## config.mk

```make
export PLATFORM = sky130hd
export DESIGN_NAME = rf_fifo_ctrl
export DESIGN_NICKNAME = d
export VERILOG_FILES = /design/src/rtl/rf_fifo_ctrl.sv
export SDC_FILE = /design/constraint.sdc
export NUM_CORES = 1
export LEC_CHECK = 0
export ABC_AREA = 1
export CAP_MARGIN = 0
export CORE_MARGIN = 2
export CORE_UTILIZATION = 48
export CTS_CLUSTER_SIZE = 10
export DETAILED_ROUTE_END_ITERATION = 10
export PLACE_DENSITY_LB_ADDON = 0.3
export RECOVER_POWER = 25
export SYNTH_ARGS = -nofsm -noshare
export SYNTH_HDL_FRONTEND = slang
export SYNTH_SLANG_ARGS = --single-unit
```

## constraint.sdc

```tcl
create_clock -name clk -period 5.4 [get_ports clk]
set_clock_uncertainty 0.2 [all_clocks]
set_input_delay 0.54 -clock clk [delete_from_list [all_inputs] [get_ports clk]]
set_output_delay 0.54 -clock clk [all_outputs]
set_load 0.005 [all_outputs]
```

## src/rtl/rf_fifo_ctrl.sv

```systemverilog
// FIFO controller in front of a single-port-address 1R/1W register file, with a one-entry output register.
// Optional macro RF_FIFO_BYPASS_EN: an empty FIFO loads incoming data straight into the output register.
module rf_fifo_ctrl #(
    parameter int unsigned Dwidth = 8,
    parameter int unsigned Awidth = 3
) (
    input  logic              clk,
    input  logic              rst,
    input  logic              in_valid,
    output logic              in_ready,
    input  logic [Dwidth-1:0] in_data,
    output logic              out_valid,
    input  logic              out_ready,
    output logic [Dwidth-1:0] out_data,
    output logic [Awidth-1:0] rf_addr,
    output logic              rf_wen,
    output logic [Dwidth-1:0] rf_din,
    input  logic [Dwidth-1:0] rf_dout,
    output logic [Awidth:0]   count
);
    localparam int unsigned DEPTH = 2 ** Awidth;
    localparam int unsigned CW    = Awidth + 1;

    typedef enum logic {PRI_READ, PRI_WRITE} pri_e;
    typedef enum logic [1:0] {G_IDLE, G_READ, G_WRITE, G_BYPASS} grant_e;

    logic [Awidth-1:0] wr_ptr, wr_ptr_nxt, rd_ptr, rd_ptr_nxt;
    logic [CW-1:0]     rf_cnt, rf_cnt_nxt;
    logic              out_valid_nxt;
    logic [Dwidth-1:0] out_data_nxt;
    pri_e              pri, pri_nxt;
    grant_e            grant;
    logic              rd_req, wr_req, byp_req, slot_free;

    assign slot_free = !out_valid || out_ready;
    assign rd_req    = (rf_cnt != '0) && slot_free;
    assign wr_req    = in_valid && (rf_cnt != CW'(DEPTH));
`ifdef RF_FIFO_BYPASS_EN
    assign byp_req   = in_valid && (rf_cnt == '0) && slot_free;
`else
    assign byp_req   = 1'b0;
`endif
    assign count     = rf_cnt + CW'(out_valid);

    // State register
    always_ff @(posedge clk) begin
        if (rst) begin
            wr_ptr    <= '0;
            rd_ptr    <= '0;
            rf_cnt    <= '0;
            out_valid <= 1'b0;
            out_data  <= '0;
            pri       <= PRI_READ;
        end else begin
            wr_ptr    <= wr_ptr_nxt;
            rd_ptr    <= rd_ptr_nxt;
            rf_cnt    <= rf_cnt_nxt;
            out_valid <= out_valid_nxt;
            out_data  <= out_data_nxt;
            pri       <= pri_nxt;
        end
    end

    // Arbitration of the shared address, register-file drive and next state
    always_comb begin
        grant         = G_IDLE;
        in_ready      = 1'b0;
        rf_wen        = 1'b0;
        rf_addr       = rd_ptr;
        rf_din        = in_data;
        wr_ptr_nxt    = wr_ptr;
        rd_ptr_nxt    = rd_ptr;
        rf_cnt_nxt    = rf_cnt;
        out_valid_nxt = out_valid;
        out_data_nxt  = out_data;
        pri_nxt       = pri;

        if (!rst) begin
            if (byp_req)              grant = G_BYPASS;
            else if (rd_req && wr_req) grant = (pri == PRI_READ) ? G_READ : G_WRITE;
            else if (rd_req)          grant = G_READ;
            else if (wr_req)          grant = G_WRITE;
        end

        if (out_valid && out_ready) out_valid_nxt = 1'b0;

        case (grant)
            G_READ: begin
                out_data_nxt  = rf_dout;
                out_valid_nxt = 1'b1;
                rd_ptr_nxt    = rd_ptr + Awidth'(1);
                rf_cnt_nxt    = rf_cnt - CW'(1);
                pri_nxt       = PRI_WRITE;
            end
            G_WRITE: begin
                in_ready   = 1'b1;
                rf_wen     = 1'b1;
                rf_addr    = wr_ptr;
                wr_ptr_nxt = wr_ptr + Awidth'(1);
                rf_cnt_nxt = rf_cnt + CW'(1);
                pri_nxt    = PRI_READ;
            end
            G_BYPASS: begin
                in_ready      = 1'b1;
                out_data_nxt  = in_data;
                out_valid_nxt = 1'b1;
            end
            default: ;
        endcase
    end
endmodule

```

==> results <==
- The count of unresolved DRC violations after routing is 0.
- The Yosys warning count is 0.
- Of the total synthesized cell area, the portion taken by XOR and XNOR cells is ~4.1%.
- The critical path in this run is classified as in -> out.
- The repair_antennas step left the layout with diodes totalling 0.
- The master cell of the clock root buffer is sky130_fd_sc_hd__clkbuf_4.
- The number of buffers and inverters on the critical path is 3.
- The number of nets in the finished design is 239.
- The final setup violation count is 0.
- The critical path goes through dlygate4sd3_1 > nor2_4 > nand2_1 > ha_1 > inv_1 > nor2_1 > nor2_1 > clkdlybuf4s50_1.
- The first global-routing pass estimated 4700 microns of wire.
- The routed wire length is roughly 2700 microns.
- The mux cell area share after synthesis is 7.10%.
- The max-slew violation count is 0.
- The share of the synthesized area in the top cell type is 31.6%.
- Prior to clock tree synthesis, the placed netlist has a worst setup slack of between 1500 and 2000 ps.
- The remaining number of nets flagged by the antenna check after routing is 0.
- In the global route stage, overall resource usage came out at 18.2%.
- Pin placement for this block handled 46 I/O pins.
- Counting the fill cells in the layout gives 209.
- The effective utilization at floorplan is 50.8%.
- The max capacitance violation total is 0.
- The required time reported for the critical path endpoint is 4660 ps.
- In the layout the commonest cells are 36 x sky130_fd_sc_hd__nand2_1, 35 x sky130_fd_sc_hd__clkdlybuf4s50_1, 26 x sky130_fd_sc_hd__nor2_1, 20 x sky130_fd_sc_hd__dfxtp_1, 18 x sky130_fd_sc_hd__inv_1.
- The fraction of the mapped netlist area in simple logic gates is 27.0%.
- Summing the areas of all fa, ha and maj instances in the mapped netlist gives 10.5% of the synthesized area.
- Port buffering added 45 buffers.
- The clock passes through at most 2 buffers.
- The worst min-delay path category is reg -> reg.
- The TritonCTS clock tree is yes.
- The count of clock tree sinks is 20.
- The insertion delay to the later sink of the worst-skew pair is around 290 ps.
- A synthesized cell averages 7.38 sq um.
- CTS built an H-tree with a depth of 1.
- Summing all non-filler instances in the final layout gives an area of 1690 sq um.
- The overall die width is 55.4 microns.
- The post-route worst hold slack is 290 ps.
- VDD sags by at most 0.365 mV.
- The worst-case headroom to the max-slew limit is 51.5%.
- Synthesis produced a netlist with a net count of between 200 and 250.
- The compound-gate portion of the synthesized area is 6.31%.
- The leakage power of the design is 0.798 nW.
- Subtracting the final worst setup slack from the clock period gives 4100 ps.
- The number of search-and-repair iterations in the first detailed-routing pass is 4.
- The clock edge transition at the registers on the reported setup and hold paths is ~110 ps.
- Once placement finished, the instance area stood at 1670 sq um.
- After global routing, the most crowded layer is met2.
- The number of setup buffers added after CTS is 0.
- The slowest stage of the critical path is the sky130_fd_sc_hd__dlygate4sd3_1 cell.
- Ranked by total cell area, the synthesized netlist is headed by sky130_fd_sc_hd__dfxtp_1 32%, sky130_fd_sc_hd__nand2_1 10%, sky130_fd_sc_hd__ha_1 8.9%.
- Across the whole layout, storage elements account for approximately 400 sq um.
- The synthesized netlist occupies a cell area of 1270 sq um.
- The dominant cell type by count on the critical path is sky130_fd_sc_hd__nor2_1.
- From synthesis to final layout, the design area changed by 33.5%.
- For this run, the slowest stage of the critical path takes 750 ps.
- The global-route met3 utilization is 3.51%.
- For the pin with the worst max-slew slack, the measured transition is 726 ps.
- The leftover overflow at the end of global routing is 0.
- The number of placed instances, taps included is 234.
- The pin count of the biggest net entering global routing is 20.
- Leaving out fill and tap cells, the most frequent cell in the layout is sky130_fd_sc_hd__nand2_1.
- The average wire length per cell after detail routing is 11.1 microns.
- The number of DRC markers after the initial detailed-route iteration is 16.
- The final standard cell utilization of the core is about 68%.
- The number of vias per cell after detailed routing is 4.68.
- The areal power density over the cells is 470 nW/um^2.
- The number of antenna violations at the first check in global routing came to 0.
- The hold violation count in the final report is 0.
- The weighted congestion reported at the end of routability-driven placement is 0.868.
- The area inside the core boundary is 2500 sq um.
- After layout, the worst setup slack is about 1300 ps.
- The global-route met2 utilization is 31.6%.
- The vertical extent of the die is 55.4 microns.
- The worst setup path is captured at an output pin.
- Data on the critical path arrives at its endpoint at 3360 ps.
- The number of distinct standard cells referenced by the synthesized netlist is 25.
- The overall die area is 3070 sq um.
- After floorplanning, the core was divided into 18 placement rows.
- The number of vias in the routed layout is about 1100.
- The met1 layer usage reported by global route is 23.5%.
- The total CTS buffers is 3.
- The synthesized instance count is 172.
- Of all cell types, the one taking the most synthesized area is sky130_fd_sc_hd__dfxtp_1.
- The category of cells accounting for the largest share of critical-path delay is buffers and inverters.
- Setup repair after global routing left no endpoint under its margin.
- The share of post-route cells with drive strength above 1 is 12.5%.
- After synthesis, the largest family of logic cells by area is simple AND/OR/NAND/NOR gates.
- In this run, post-CTS repair resized a total of 0 instances.
- The placed wire-length estimate is 2090 microns.
- Timing would allow up to 244 MHz.
- The peak fanout along the critical path is 19.
- STA classifies the critical path startpoint as an input pin.
- Summing all multi-input logic gate instances after layout gives 691 sq um.
- The cts-stage hold buffer count is 0.
- The number of global-route vias before repair was 1068.
- The synthesized design contains 20 register bits.
- After layout, the design draws a total of around 0.8 mW.
- The portion of the post-synthesis area used by sequential elements is between 30% and 40%.
- For this run, the number of standard cells in the final layout without fillers is 238.
- The flow ran to the end, and the final reports show no timing, DRC or antenna violations.
- After layout, the worst path uses 75.9% of the clock period.
- Summed over all failing endpoints, the final setup total negative slack is 0 ps.
## layout make-up
| type | count | share of cell area, % |
|---|---|---|
| Multi-Input combinational cell | 118 | 40.8 |
| Tap cell | 30 | 2.22 |
| Timing Repair Buffer | 45 | 26.6 |
| Inverter | 21 | 4.65 |
| Clock buffer | 4 | 2.14 |
| Sequential cell | 20 | 23.6 |
## synth_stat cells
library cell and number:
sky130_fd_sc_hd__nor3_1 1, sky130_fd_sc_hd__xor2_1 4, sky130_fd_sc_hd__nand2_4 1, sky130_fd_sc_hd__buf_2 3
sky130_fd_sc_hd__mux2_2 8, sky130_fd_sc_hd__o21ai_1 2, sky130_fd_sc_hd__fa_1 1, sky130_fd_sc_hd__o21ai_0 7
sky130_fd_sc_hd__or2_2 1, sky130_fd_sc_hd__dfxtp_1 20, sky130_fd_sc_hd__a21oi_1 7, sky130_fd_sc_hd__clkbuf_2 1
sky130_fd_sc_hd__nor2_1 26, sky130_fd_sc_hd__inv_1 18, sky130_fd_sc_hd__xnor2_1 2, sky130_fd_sc_hd__nor2_2 7
sky130_fd_sc_hd__ha_1 9, sky130_fd_sc_hd__nand2_2 1, sky130_fd_sc_hd__nand3_2 1, sky130_fd_sc_hd__nand2_1 35
sky130_fd_sc_hd__inv_2 3, sky130_fd_sc_hd__buf_4 8, sky130_fd_sc_hd__nand3_1 4, sky130_fd_sc_hd__buf_6 1
sky130_fd_sc_hd__nor2_4 1
## flip-flops by register name, indices dropped and copies added, names as in the netlist
name       flops
out_data       8
out_valid      1
pri            1
rd_ptr         3
rf_cnt         4
wr_ptr         3
## routing by layer
layer	wire [microns]	part of all wire, %
met1	1180	44
met2	1340	51
met3	122	4.6
met4	13	0.49
met5	0	0
## tightest hold or removal path, stage by stage, from the launching register on
cell and delay [ps]:
sky130_fd_sc_hd__dfxtp_1 320, sky130_fd_sc_hd__inv_1 70, sky130_fd_sc_hd__a21oi_1 70
## path summary, 6_finish.rpt
check,start,end,slack (ps),depth (start not counted)
max,rst,rf_addr[0],1300,8
min,rd_ptr[2],rd_ptr[2],290,2
max reg2reg,rf_cnt[1],rf_cnt[3],2140,15
min reg2reg,rd_ptr[2],rd_ptr[2],290,2
## logic make-up after synthesis
logic type	count (synthesis)
and+or+nand+nor	78
buffers and inverters	34
DFF	20
AOI/OAI and AO/OA	16
adders and majority gates	10
muxes	8
xor gates and xnor gates	6
## power breakdown
group | total [mW] | switching, mW | internal, mW
sequential | 0.248 | 0.0490 | 0.199
combinational | 0.460 | 0.231 | 0.229
clock | 0.0874 | 0.0464 | 0.0410
total | 0.796 | 0.327 | 0.470
No activity file was read; power rests on OpenSTA's default activity.
